**config.mk**
```make
export PLATFORM = sky130hd
export DESIGN_NAME = ffd_bank_write_ctrl_flat
export DESIGN_NICKNAME = d
export VERILOG_FILES = /design/src/rtl/ffd_bank_write_ctrl_pkg.sv /design/src/rtl/ffd_bank_write_ctrl_if.sv /design/src/rtl/ffd_bank_write_ctrl_rr_arbiter2.sv /design/src/rtl/ffd_bank_write_ctrl.sv /design/src/flat_wrapper.sv
export SDC_FILE = /design/constraint.sdc
export NUM_CORES = 1
export LEC_CHECK = 0
export CAP_MARGIN = 30
export CORE_UTILIZATION = 51
export CTS_CLUSTER_SIZE = 8
export DETAILED_ROUTE_END_ITERATION = 8
export GPL_TIMING_DRIVEN = 1
export PLACE_DENSITY = 0.93
export SLEW_MARGIN = 0
export SYNTH_ARGS = -nofsm -noshare
export SYNTH_HDL_FRONTEND = slang
export SYNTH_SLANG_ARGS = --single-unit
```
**constraint.sdc**
```tcl
create_clock -name clk -period 2.8 [get_ports clk]
set_clock_uncertainty 0.15 [all_clocks]
set_input_delay 0.56 -clock clk [delete_from_list [all_inputs] [get_ports clk]]
set_output_delay 0.56 -clock clk [all_outputs]
set_load 0.05 [all_outputs]
```
**src/rtl/ffd_bank_write_ctrl_pkg.sv**
```systemverilog
// Shared definitions for the register-bank write sequencer: FSM state
// encoding, requester identifiers and default bank geometry.
package ffd_bank_write_ctrl_pkg;

    localparam int NREG_DEF   = 6;
    localparam int DATA_W_DEF = 3;

    // Sequencer states; the encoding is exposed on the fsm_state debug port.
    typedef enum logic [2:0] {
        IDLE  = 3'd0,
        WRITE = 3'd1,
        ACK   = 3'd2,
        SWEEP = 3'd3,
        SDONE = 3'd4
    } state_t;

    // Requester identity: A is the keypad path, B the device read-back path.
    typedef enum logic {
        REQ_A = 1'b0,
        REQ_B = 1'b1
    } req_id_t;

endpackage

```
**src/rtl/ffd_bank_write_ctrl_if.sv**
```systemverilog
// Request/acknowledge bus between the control logic (master) and the bank
// write sequencer (slave), including the data/enable bus to the bank.
//
// Handshake: req_a, req_b and clr_req are levels. Once raised, a request and
// its address/data must stay stable until the matching one-cycle ack_a,
// ack_b or clr_done pulse is seen. A request still high in the cycle after
// its acknowledge is taken as a new request.
interface ffd_bank_write_ctrl_if #(
    parameter int NREG   = 6,
    parameter int DATA_W = 3
);
    localparam int ADDR_W = $clog2(NREG);

    logic              req_a;
    logic [ADDR_W-1:0] addr_a;
    logic [DATA_W-1:0] data_a;
    logic              req_b;
    logic [ADDR_W-1:0] addr_b;
    logic [DATA_W-1:0] data_b;
    logic              clr_req;

    logic [DATA_W-1:0] datos_out;
    logic [NREG-1:0]   enable_out;
    logic              ack_a;
    logic              ack_b;
    logic              clr_done;
    logic              err;
    logic              busy;

    modport master (
        output req_a, addr_a, data_a, req_b, addr_b, data_b, clr_req,
        input  datos_out, enable_out, ack_a, ack_b, clr_done, err, busy
    );

    modport slave (
        input  req_a, addr_a, data_a, req_b, addr_b, data_b, clr_req,
        output datos_out, enable_out, ack_a, ack_b, clr_done, err, busy
    );

endinterface

```
**src/rtl/ffd_bank_write_ctrl_rr_arbiter2.sv**
```systemverilog
// Two-way round-robin arbiter. The grant is combinational from the current
// requests; the last-granted pointer only moves when the grant is taken,
// so a contested pair alternates between A and B.
module rr_arbiter2
    import ffd_bank_write_ctrl_pkg::*;
(
    input  logic    clk,
    input  logic    reset,
    input  logic    req_a,
    input  logic    req_b,
    input  logic    take,
    output logic    grant_valid,
    output req_id_t grant_id
);

    req_id_t last_grant;

    // Pick the requester; on contention favour the one not granted last.
    always_comb begin
        grant_valid = req_a | req_b;
        grant_id    = REQ_A;
        if (req_a && req_b) begin
            grant_id = (last_grant == REQ_B) ? REQ_A : REQ_B;
        end else if (req_b) begin
            grant_id = REQ_B;
        end
    end

    // Remember who was served; reset to B so A wins the first tie.
    always_ff @(posedge clk or negedge reset) begin
        if (!reset) begin
            last_grant <= REQ_B;
        end else if (take && grant_valid) begin
            last_grant <= grant_id;
        end
    end

endmodule

```
**src/rtl/ffd_bank_write_ctrl.sv**
```systemverilog
// Arbitrated write sequencer for a bank of enable-loaded data registers.
// Grants one requester at a time, drives the shared data bus with a one-hot
// enable strobe held for EN_CYCLES cycles, then acknowledges. A clear-all
// sweep writes zero into every register in index order.
module ffd_bank_write_ctrl
    import ffd_bank_write_ctrl_pkg::*;
#(
    parameter int NREG      = NREG_DEF,
    parameter int DATA_W    = DATA_W_DEF,
    parameter int EN_CYCLES = 1
) (
    input  logic                   clk,
    input  logic                   reset,
    ffd_bank_write_ctrl_if.slave   bus,
    output state_t                 fsm_state
);

    localparam int ADDR_W = $clog2(NREG);
    localparam int CNT_W  = $clog2(EN_CYCLES + 1);

    localparam logic [CNT_W-1:0]  LAST_HOLD = CNT_W'(EN_CYCLES - 1);
    localparam logic [ADDR_W-1:0] LAST_IDX  = ADDR_W'(NREG - 1);

    state_t            state;
    logic [DATA_W-1:0] datos_r;
    logic [NREG-1:0]   enable_r;
    logic              ack_a_r;
    logic              ack_b_r;
    logic              clr_done_r;
    logic              err_r;
    logic              busy_r;
    logic [CNT_W-1:0]  hold_cnt;
    logic [ADDR_W-1:0] sweep_idx;
    logic [ADDR_W-1:0] addr_r;
    req_id_t           grant_r;

    logic              grant_valid;
    req_id_t           grant_id;
    logic              take;
    logic [ADDR_W-1:0] sel_addr;
    logic [DATA_W-1:0] sel_data;
    logic [ADDR_W-1:0] sweep_next;
    logic              addr_bad;
    logic              hold_done;

    // One-hot decode of a register index; indices past the bank decode to
    // zero, so an out-of-range write never strobes any register.
    function automatic logic [NREG-1:0] onehot(input logic [ADDR_W-1:0] idx);
        logic [NREG-1:0] v;
        v = '0;
        for (int i = 0; i < NREG; i++) begin
            if (idx == ADDR_W'(i)) begin
                v[i] = 1'b1;
            end
        end
        return v;
    endfunction

    // The pointer only advances for a real write grant, never for a sweep.
    assign take = (state == IDLE) && !bus.clr_req;

    rr_arbiter2 u_arb (
        .clk         (clk),
        .reset       (reset),
        .req_a       (bus.req_a),
        .req_b       (bus.req_b),
        .take        (take),
        .grant_valid (grant_valid),
        .grant_id    (grant_id)
    );

    assign sel_addr   = (grant_id == REQ_A) ? bus.addr_a : bus.addr_b;
    assign sel_data   = (grant_id == REQ_A) ? bus.data_a : bus.data_b;
    assign sweep_next = sweep_idx + ADDR_W'(1);
    assign addr_bad   = (32'(addr_r) >= NREG);
    assign hold_done  = (hold_cnt == LAST_HOLD);

    // Sequencer FSM with all bank-facing outputs registered.
    always_ff @(posedge clk or negedge reset) begin
        if (!reset) begin
            state      <= IDLE;
            datos_r    <= '0;
            enable_r   <= '0;
            ack_a_r    <= 1'b0;
            ack_b_r    <= 1'b0;
            clr_done_r <= 1'b0;
            err_r      <= 1'b0;
            busy_r     <= 1'b0;
            hold_cnt   <= '0;
            sweep_idx  <= '0;
            addr_r     <= '0;
            grant_r    <= REQ_A;
        end else begin
            case (state)
                IDLE: begin
                    if (bus.clr_req) begin
                        // Clear-all outranks any pending write.
                        state     <= SWEEP;
                        busy_r    <= 1'b1;
                        datos_r   <= '0;
                        sweep_idx <= '0;
                        hold_cnt  <= '0;
                        enable_r  <= onehot('0);
                    end else if (grant_valid) begin
                        state    <= WRITE;
                        busy_r   <= 1'b1;
                        grant_r  <= grant_id;
                        addr_r   <= sel_addr;
                        datos_r  <= sel_data;
                        hold_cnt <= '0;
                        enable_r <= onehot(sel_addr);
                    end
                end

                WRITE: begin
                    if (hold_done) begin
                        state    <= ACK;
                        enable_r <= '0;
                        ack_a_r  <= (grant_r == REQ_A);
                        ack_b_r  <= (grant_r == REQ_B);
                        err_r    <= addr_bad;
                    end else begin
                        hold_cnt <= hold_cnt + CNT_W'(1);
                    end
                end

                ACK: begin
                    // datos_r is left alone: the bus keeps its last value.
                    state   <= IDLE;
                    ack_a_r <= 1'b0;
                    ack_b_r <= 1'b0;
                    err_r   <= 1'b0;
                    busy_r  <= 1'b0;
                end

                SWEEP: begin
                    if (hold_done) begin
                        hold_cnt <= '0;
                        if (sweep_idx == LAST_IDX) begin
                            state      <= SDONE;
                            enable_r   <= '0;
                            clr_done_r <= 1'b1;
                            sweep_idx  <= '0;
                        end else begin
                            // Next strobe follows immediately, no gap cycle.
                            sweep_idx <= sweep_next;
                            enable_r  <= onehot(sweep_next);
                        end
                    end else begin
                        hold_cnt <= hold_cnt + CNT_W'(1);
                    end
                end

                SDONE: begin
                    state      <= IDLE;
                    clr_done_r <= 1'b0;
                    busy_r     <= 1'b0;
                end

                default: begin
                    state      <= IDLE;
                    enable_r   <= '0;
                    ack_a_r    <= 1'b0;
                    ack_b_r    <= 1'b0;
                    clr_done_r <= 1'b0;
                    err_r      <= 1'b0;
                    busy_r     <= 1'b0;
                    hold_cnt   <= '0;
                    sweep_idx  <= '0;
                end
            endcase
        end
    end

    assign bus.datos_out  = datos_r;
    assign bus.enable_out = enable_r;
    assign bus.ack_a      = ack_a_r;
    assign bus.ack_b      = ack_b_r;
    assign bus.clr_done   = clr_done_r;
    assign bus.err        = err_r;
    assign bus.busy       = busy_r;
    assign fsm_state      = state;

endmodule

```
**src/flat_wrapper.sv**
```systemverilog
// flat-port wrapper written by rule: the top's interface ports become plain ports
module ffd_bank_write_ctrl_flat import ffd_bank_write_ctrl_pkg::*;
#(
    parameter int NREG      = NREG_DEF,
    parameter int DATA_W    = DATA_W_DEF,
    parameter int EN_CYCLES = 1
)
  (clk, reset, fsm_state, bus_req_a, bus_addr_a, bus_data_a, bus_req_b, bus_addr_b, bus_data_b, bus_clr_req, bus_datos_out, bus_enable_out, bus_ack_a, bus_ack_b, bus_clr_done, bus_err, bus_busy);
  ffd_bank_write_ctrl_if #(.NREG(NREG), .DATA_W(DATA_W)) bus_i ();
  input  logic clk;
  input  logic reset;
  output state_t fsm_state;
  input wire logic [$bits(bus_i.req_a)-1:0] bus_req_a;
  input wire logic [$bits(bus_i.addr_a)-1:0] bus_addr_a;
  input wire logic [$bits(bus_i.data_a)-1:0] bus_data_a;
  input wire logic [$bits(bus_i.req_b)-1:0] bus_req_b;
  input wire logic [$bits(bus_i.addr_b)-1:0] bus_addr_b;
  input wire logic [$bits(bus_i.data_b)-1:0] bus_data_b;
  input wire logic [$bits(bus_i.clr_req)-1:0] bus_clr_req;
  output wire logic [$bits(bus_i.datos_out)-1:0] bus_datos_out;
  output wire logic [$bits(bus_i.enable_out)-1:0] bus_enable_out;
  output wire logic [$bits(bus_i.ack_a)-1:0] bus_ack_a;
  output wire logic [$bits(bus_i.ack_b)-1:0] bus_ack_b;
  output wire logic [$bits(bus_i.clr_done)-1:0] bus_clr_done;
  output wire logic [$bits(bus_i.err)-1:0] bus_err;
  output wire logic [$bits(bus_i.busy)-1:0] bus_busy;
  assign bus_i.req_a = bus_req_a;
  assign bus_i.addr_a = bus_addr_a;
  assign bus_i.data_a = bus_data_a;
  assign bus_i.req_b = bus_req_b;
  assign bus_i.addr_b = bus_addr_b;
  assign bus_i.data_b = bus_data_b;
  assign bus_i.clr_req = bus_clr_req;
  assign bus_datos_out = bus_i.datos_out;
  assign bus_enable_out = bus_i.enable_out;
  assign bus_ack_a = bus_i.ack_a;
  assign bus_ack_b = bus_i.ack_b;
  assign bus_clr_done = bus_i.clr_done;
  assign bus_err = bus_i.err;
  assign bus_busy = bus_i.busy;
  ffd_bank_write_ctrl #(.NREG(NREG), .DATA_W(DATA_W), .EN_CYCLES(EN_CYCLES)) u_core (.clk(clk), .reset(reset), .bus(bus_i), .fsm_state(fsm_state));
endmodule
```
==> out/results.tsv, run 1 <==
stage	metric	value	unit
outcome	status	finished clean	
timing	unrepaired setup endpoints after global routing	false	
placement	Port Buffer Count	33	
synth	Syn Area/Cell	9.77	µm²
global_routing	largest net degree at the start of global routing	25	
critical_path	Reg2Reg Setup Slack	790	ps
floorplan	Die ar.	2670	µm²
clocking	clk sinks	24	
floorplan	Die Width	51.7	µm
clocking	CTS tree	built	
timing	TNS Setup	0	ps
power_and_ir_drop	maximum VDD drop	808	µV
floorplan	FP Rows	17	
clocking	Num CTS Buffers	3	
timing	worst hold slack	360	ps
floorplan	# IOs	34	
worst_hold_path	worst hold path endpoint	u_core.bus.datos_out[2]$_DFFE_PN0P_	
worst_hold_path	hold path depth	2	
timing	Slew Limit Headroom	65.5	%
clocking	clk slew on worst S/H paths	130	ps
synth	EDFF count, synth	0	
floorplan	core area	2280	µm²
critical_path	Req. time, crit path	2090	ps
synth	post-synth top area share	45.7	%
timing	Final min period	2240	ps
timing	final worst-path cycle share	79.8	%
critical_path	slowest stage delay, CP	820	ps
clocking	CTS Hold Bufs	0	
final_layout	layout cells sized above 1	10.4	%
synth	Cells after Synth	129	
timing	worst slew pin tran	516	ps
clocking	Root Buffer	clkbuf_4	
power_and_ir_drop	PwrDens	1110	nW/µm²
final_layout	Nets	182	
global_routing	overall global routing resource usage	24.0	%
power_and_ir_drop	total power draw	1.85	mW
critical_path	Crit Path Max Fanout	2	
routing	via/cell ratio	5.85	
synth	post-synthesis sequential element count	24	
timing	Worst Setup Slack, final	565	ps
global_routing	vias in the first global route	1019	
clocking	H-tree Lvls	1	
global_routing	initial antenna violation count	0	
timing	final hold vios	0	
timing	FMAX	0.447	GHz
placement	placed inst area	1630	µm²
critical_path	Critical Path Sink Type	output pin	
timing	Final Max Tran Viols	0	
global_routing	first-pass GRT wire length	4.70	mm
synth	synth top area cells	dfrtp_1 (46%), mux2i_1 (5.6%), o21ai_0 (4.4%)	
critical_path	WS Path Type	flip-flop to output pin	
critical_path	data arrival time of the worst path	1530	ps
critical_path	Critical Path Source	u_core.fsm_state[1]$_DFFE_PN0P_	
synth	Mapped Nets	146	
final_layout	Finished Cell Area	1670	µm²
synth	Distinct cells, synth	41	
clocking	CTS max path bufs	2	
synth	Seq/Total Area, Yosys	47.8	%
routing	Routed WL	2.82	mm
synth	top-count cell post-synth	dfrtp_1	
synth	Netlist Area Pre-Place	1260	µm²
clocking	postcts setup bufs	0	
worst_hold_path	Hold Path Origin	u_core.bus.datos_out[2]$_DFFE_PN0P_	
critical_path	reg2reg end	u_core.bus.enable_out[4]$_DFFE_PN0P_	
critical_path	crit-path cells	clkdlybuf4s50_1	
floorplan	Vert. Die Dim	51.7	µm
critical_path	cell with the largest stage delay on the worst path	clkdlybuf4s50_1	
synth	FFs w/ async S/R, synth	100	%
routing	drt pass-1 iters	4	
critical_path	critical path's top delay family	buffers and inverters	
routing	DR vias	1124	
synth	Yosys top cell by area	dfrtp_1	
placement	Routability Congestion	0.941	
routing	initial DRC count	26	
final_layout	# diodes	0	
critical_path	startpoint types	flip-flop	
worst_hold_path	worst min path class	flip-flop to flip-flop	
placement	Post-DP HPWL	2.10	mm
critical_path	Bufs and invs on worst path	1	
clocking	worst-skew pair later-pin latency	320	ps
routing	ANT nets after route	0	
clocking	post-CTS sizing	0	
routing	residual DRC count	0	
routing	drt wl/cell	14.7	µm
run	maxcap violations	0	
critical_path	Reg2Reg Depth	5	
synth	Synth top cells by count	dfrtp_1 (23), nand2_1 (12), nor2_1 (12)	
floorplan	starting density of the core	55.4	%
synth	predominant post-synthesis flop cell	dfrtp_1	
final_layout	area delta synth->final	32.3	%
critical_path	worst flop-to-flop path startpoint	u_core.fsm_state[1]$_DFFE_PN0P_	
power_and_ir_drop	leak pwr	0.716	nW
synth	yosys warns	0	
global_routing	total gr overflow	0	
timing	Setup-failing EPs final	0	
placement	DP Worst Slack	260	ps
-- worst max-delay path by stage --
stage                                                 endpoint  depth (start not counted)
after global routing                                   bus_err                          1
after CTS                                         fsm_state[1]                          1
final                                             fsm_state[1]                          1
after global placement    u_core.bus.enable_out[4]$_DFFE_PN0P_                          6
after floorplan           u_core.bus.enable_out[4]$_DFFE_PN0P_                          5
after detailed placement  u_core.bus.enable_out[4]$_DFFE_PN0P_                          6
-- area by class of cell --
type,count,area [µm²]
inverters,2,7.51
well taps,28,35.0
fillers,167,609
flip-flops and latches,24,602
repair buffers,40,383
clock buffers,4,36.3
multi-input cells,94,603
-- flip-flops by register name (all words and copies together) (netlist names) --
name	cells
u_core.addr_r	2
u_core.bus.ack_a	1
u_core.bus.ack_b	1
u_core.bus.busy	1
u_core.bus.clr_done	1
u_core.bus.datos_out	3
u_core.bus.enable_out	6
u_core.bus.err	1
u_core.fsm_state	3
u_core.grant_r	1
u_core.sweep_idx	3
u_core.u_arb.last_grant	1
-- cell families (layout without fill, tap and decap cells) --
family                    Yosys count  after routing  share of synthesized area (%)
AOI/OAI and AO/OA                  38             38                           20.4
xor gates and xnor gates            1              1                          0.695
buffers and inverters              11             46                           4.37
DFF                                24             24                           47.8
muxes                               9              9                           7.35
and+or+nand+nor                    46             46                           19.5
-- through the flow --
step,util (%),instances
global route,73.2,192
global placement,71.6,188
floorplan,-,129
detailed placement,71.6,188
finish,73.2,192
CTS,73.2,192
-- metal layers --
layer  part of all wire (%)  track usage (%)  wire, µm  up-vias
met5                      0                0         0        -
met4                    1.5             8.11        42        0
met3                    4.1             2.63       117        5
met2                     50             41.3      1410       41
met1                     44             31.3      1250      539
li1                       -                -         -      539
-- layout by cell type (no fill, tap or decap), types with 2 or more instances in the layout --
cell type and n:
nor2b_1 5, clkbuf_4 3, nor2_1 12, o21ai_0 11, a211oi_1 2, nor3_1 6, a22oi_1 3, buf_4 7
nand2b_1 2, clkdlybuf4s50_1 33, mux2_2 2, nand2_1 12, a32oi_1 3, dfrtp_1 23, a21oi_1 6, a31oi_1 2
mux2i_1 7, a211o_1 2, inv_1 2
-- where the power goes --
part | total [mW] | internal [mW] | switching, mW
Sequential | 0.611 | 0.493 | 0.118
Clock | 0.182 | 0.0796 | 0.103
Combinational | 1.06 | 0.388 | 0.668
-- tightest hold or removal path: cells and delay by family, from the launching register on --
family,cells,cell delay (ps)
DFF,1,370
AOI/OAI and AO/OA,1,70
and+or+nand+nor,1,50
(Power assumes the default switching activity.)
==> run 2: changes to the inputs <==
CORE_UTILIZATION = 47   (was 51)
PLACE_DENSITY = 0.87   (was 0.93)
clock period = 2.25 ns   (was 2.8 ns; I/O delays follow)
==> out/results.tsv, run 2 (synthesis gave the netlist of run 1 again) <==
stage	metric	value	unit	change
outcome	status	finished clean		
routing	drt pass-1 iters	4		unchanged
floorplan	# IOs	34		unchanged
global_routing	largest net degree at the start of global routing	25		unchanged
timing	worst slew pin tran	508	ps	-8.65 ps
clocking	Root Buffer	clkbuf_4		
floorplan	Vert. Die Dim	53.8	µm	+4.0%
floorplan	FP Rows	18		+1
critical_path	reg2reg end	u_core.bus.enable_out[5]$_DFFE_PN0P_		
global_routing	vias in the first global route	1124		+10%
critical_path	WS Path Type	flip-flop to output pin		
power_and_ir_drop	maximum VDD drop	1120	µV	+39%
clocking	clk slew on worst S/H paths	150	ps	+20 ps
final_layout	commonest non-fill, non-tap cell in the layout	clkdlybuf4s50_1		
timing	Slew Limit Headroom	66.1	%	+0.58 points
final_layout	# diodes	0		unchanged
critical_path	slowest stage delay, CP	820	ps	about the same
routing	DR vias	1169		+4.0%
critical_path	crit-path cells	clkdlybuf4s50_1		
timing	final hold vios	0		unchanged
worst_hold_path	worst min path class	input port to asynchronous set/reset pin		
timing	worst hold slack	298	ps	-62.9 ps
timing	unrepaired setup endpoints after global routing	false		
routing	Routed WL	3.24	mm	+15%
timing	FMAX	0.459	GHz	
placement	Port Buffer Count	33		unchanged
critical_path	worst flop-to-flop path startpoint	u_core.fsm_state[2]$_DFFE_PN0P_		
power_and_ir_drop	PwrDens	1420	nW/µm²	+28%
global_routing	overall global routing resource usage	25.1	%	+1.0 points
critical_path	Bufs and invs on worst path	1		unchanged
critical_path	critical path's top delay family	buffers and inverters		
placement	Routability Congestion	0.863		-8.3%
final_layout	fillers	185		+11%
critical_path	data arrival time of the worst path	1580	ps	+50 ps
global_routing	total gr overflow	0		unchanged
routing	initial DRC count	12		-54%
clocking	CTS Hold Bufs	0		unchanged
critical_path	Critical Path Sink Type	output pin		
floorplan	Die Width	53.8	µm	+4.0%
clocking	clk sinks	24		unchanged
timing	final worst-path cycle share	96.8	%	
timing	Final min period	2180	ps	
critical_path	Reg2Reg Depth	5		unchanged
global_routing	first-pass GRT wire length	5.00	mm	+6.5%
floorplan	Die ar.	2890	µm²	+8.2%
run	maxcap violations	0		unchanged
final_layout	layout cells sized above 1	15.3	%	+4.9 points
routing	drt wl/cell	16.2	µm	+10%
clocking	Num CTS Buffers	3		unchanged
final_layout	Largest register FFs	6		unchanged
final_layout	Nets	188		+3.3%
power_and_ir_drop	leak pwr	0.756	nW	+5.5%
critical_path	Reg2Reg Setup Slack	370	ps	-420 ps
power_and_ir_drop	total power draw	2.44	mW	+32%
clocking	post-CTS sizing	0		unchanged
critical_path	Crit Path Max Fanout	2		unchanged
critical_path	startpoint types	flip-flop		
clocking	worst-skew pair later-pin latency	340	ps	+20 ps
clocking	H-tree Lvls	1		unchanged
clocking	CTS tree	built		
placement	Post-DP HPWL	2.31	mm	+10%
timing	Setup-failing EPs final	0		unchanged
floorplan	starting density of the core	50.4	%	-5.0 points
critical_path	Req. time, crit path	1650	ps	-440 ps
floorplan	core area	2500	µm²	+9.8%
routing	ANT nets after route	0		unchanged
routing	residual DRC count	0		unchanged
clocking	CTS max path bufs	2		unchanged
critical_path	Critical Path Source	u_core.bus.enable_out[4]$_DFFE_PN0P_		
final_layout	most frequent cells in the layout	clkdlybuf4s50_1 (30), dfrtp_1 (23), buf_4 (16)		
clocking	postcts setup bufs	0		unchanged
final_layout	area delta synth->final	36.7	%	
critical_path	cell with the largest stage delay on the worst path	clkdlybuf4s50_1		
global_routing	initial antenna violation count	0		unchanged
routing	via/cell ratio	5.85		-0.16%
timing	Final Max Tran Viols	0		unchanged
run 2: layout make-up:
class	instances	area [µm²]	share of cell area [%]
Clock buffer	3	22.5	1.31
Tap cell	30	37.5	2.18
Timing Repair Buffer	46	420	24.4
Clock inverter	1	30.0	1.74
Sequential cell	24	602	34.9
Multi-Input combinational cell	94	603	35.0
Inverter	2	7.51	0.436
run 2: how the worst max path moves through the flow:
stage          slack, ps                                   end  cells past startpoint
6_report              70                     bus_enable_out[4]                      1
5_1_grt               50                     bus_enable_out[4]                      1
4_1_cts               80                     bus_enable_out[4]                      1
3_5_place_dp         -50  u_core.bus.enable_out[4]$_DFFE_PN0P_                      6
3_3_place_gp          -3  u_core.bus.enable_out[4]$_DFFE_PN0P_                      5
2_1_floorplan        260  u_core.bus.enable_out[4]$_DFFE_PN0P_                      5
run 2: report_power, final:
group          internal [mW]  switching (mW)
clock                  0.180           0.143
combinational          0.492           0.841
sequential             0.613           0.168
run 2: metal layers:
layer | global-route usage [%] | share of wire [%] | routed length (µm) | vias up
met2 | 42.2 | 52 | 1680 | 38
met4 | 12.3 | 1.6 | 51 | 0
met5 | 0 | 0 | 0 | -
met3 | 3.95 | 3.6 | 118 | 5
met1 | 30.9 | 43 | 1390 | 573
li1 | - | - | - | 553
run 2: per-stage QoR:
stage,utilization [%],instance area [µm²],instances,setup WS (ps),setup TNS (ps)
2_1_floorplan,-,1260,129,259,0
3_3_place_gp,66.8,1670,196,-2.75,-2.75
3_5_place_dp,66.8,1670,196,-47.9,-47.9
4_1_cts,68.9,1720,200,80.4,0
5_1_grt,68.9,1720,200,47.9,0
6_report,68.9,1720,200,72.4,0
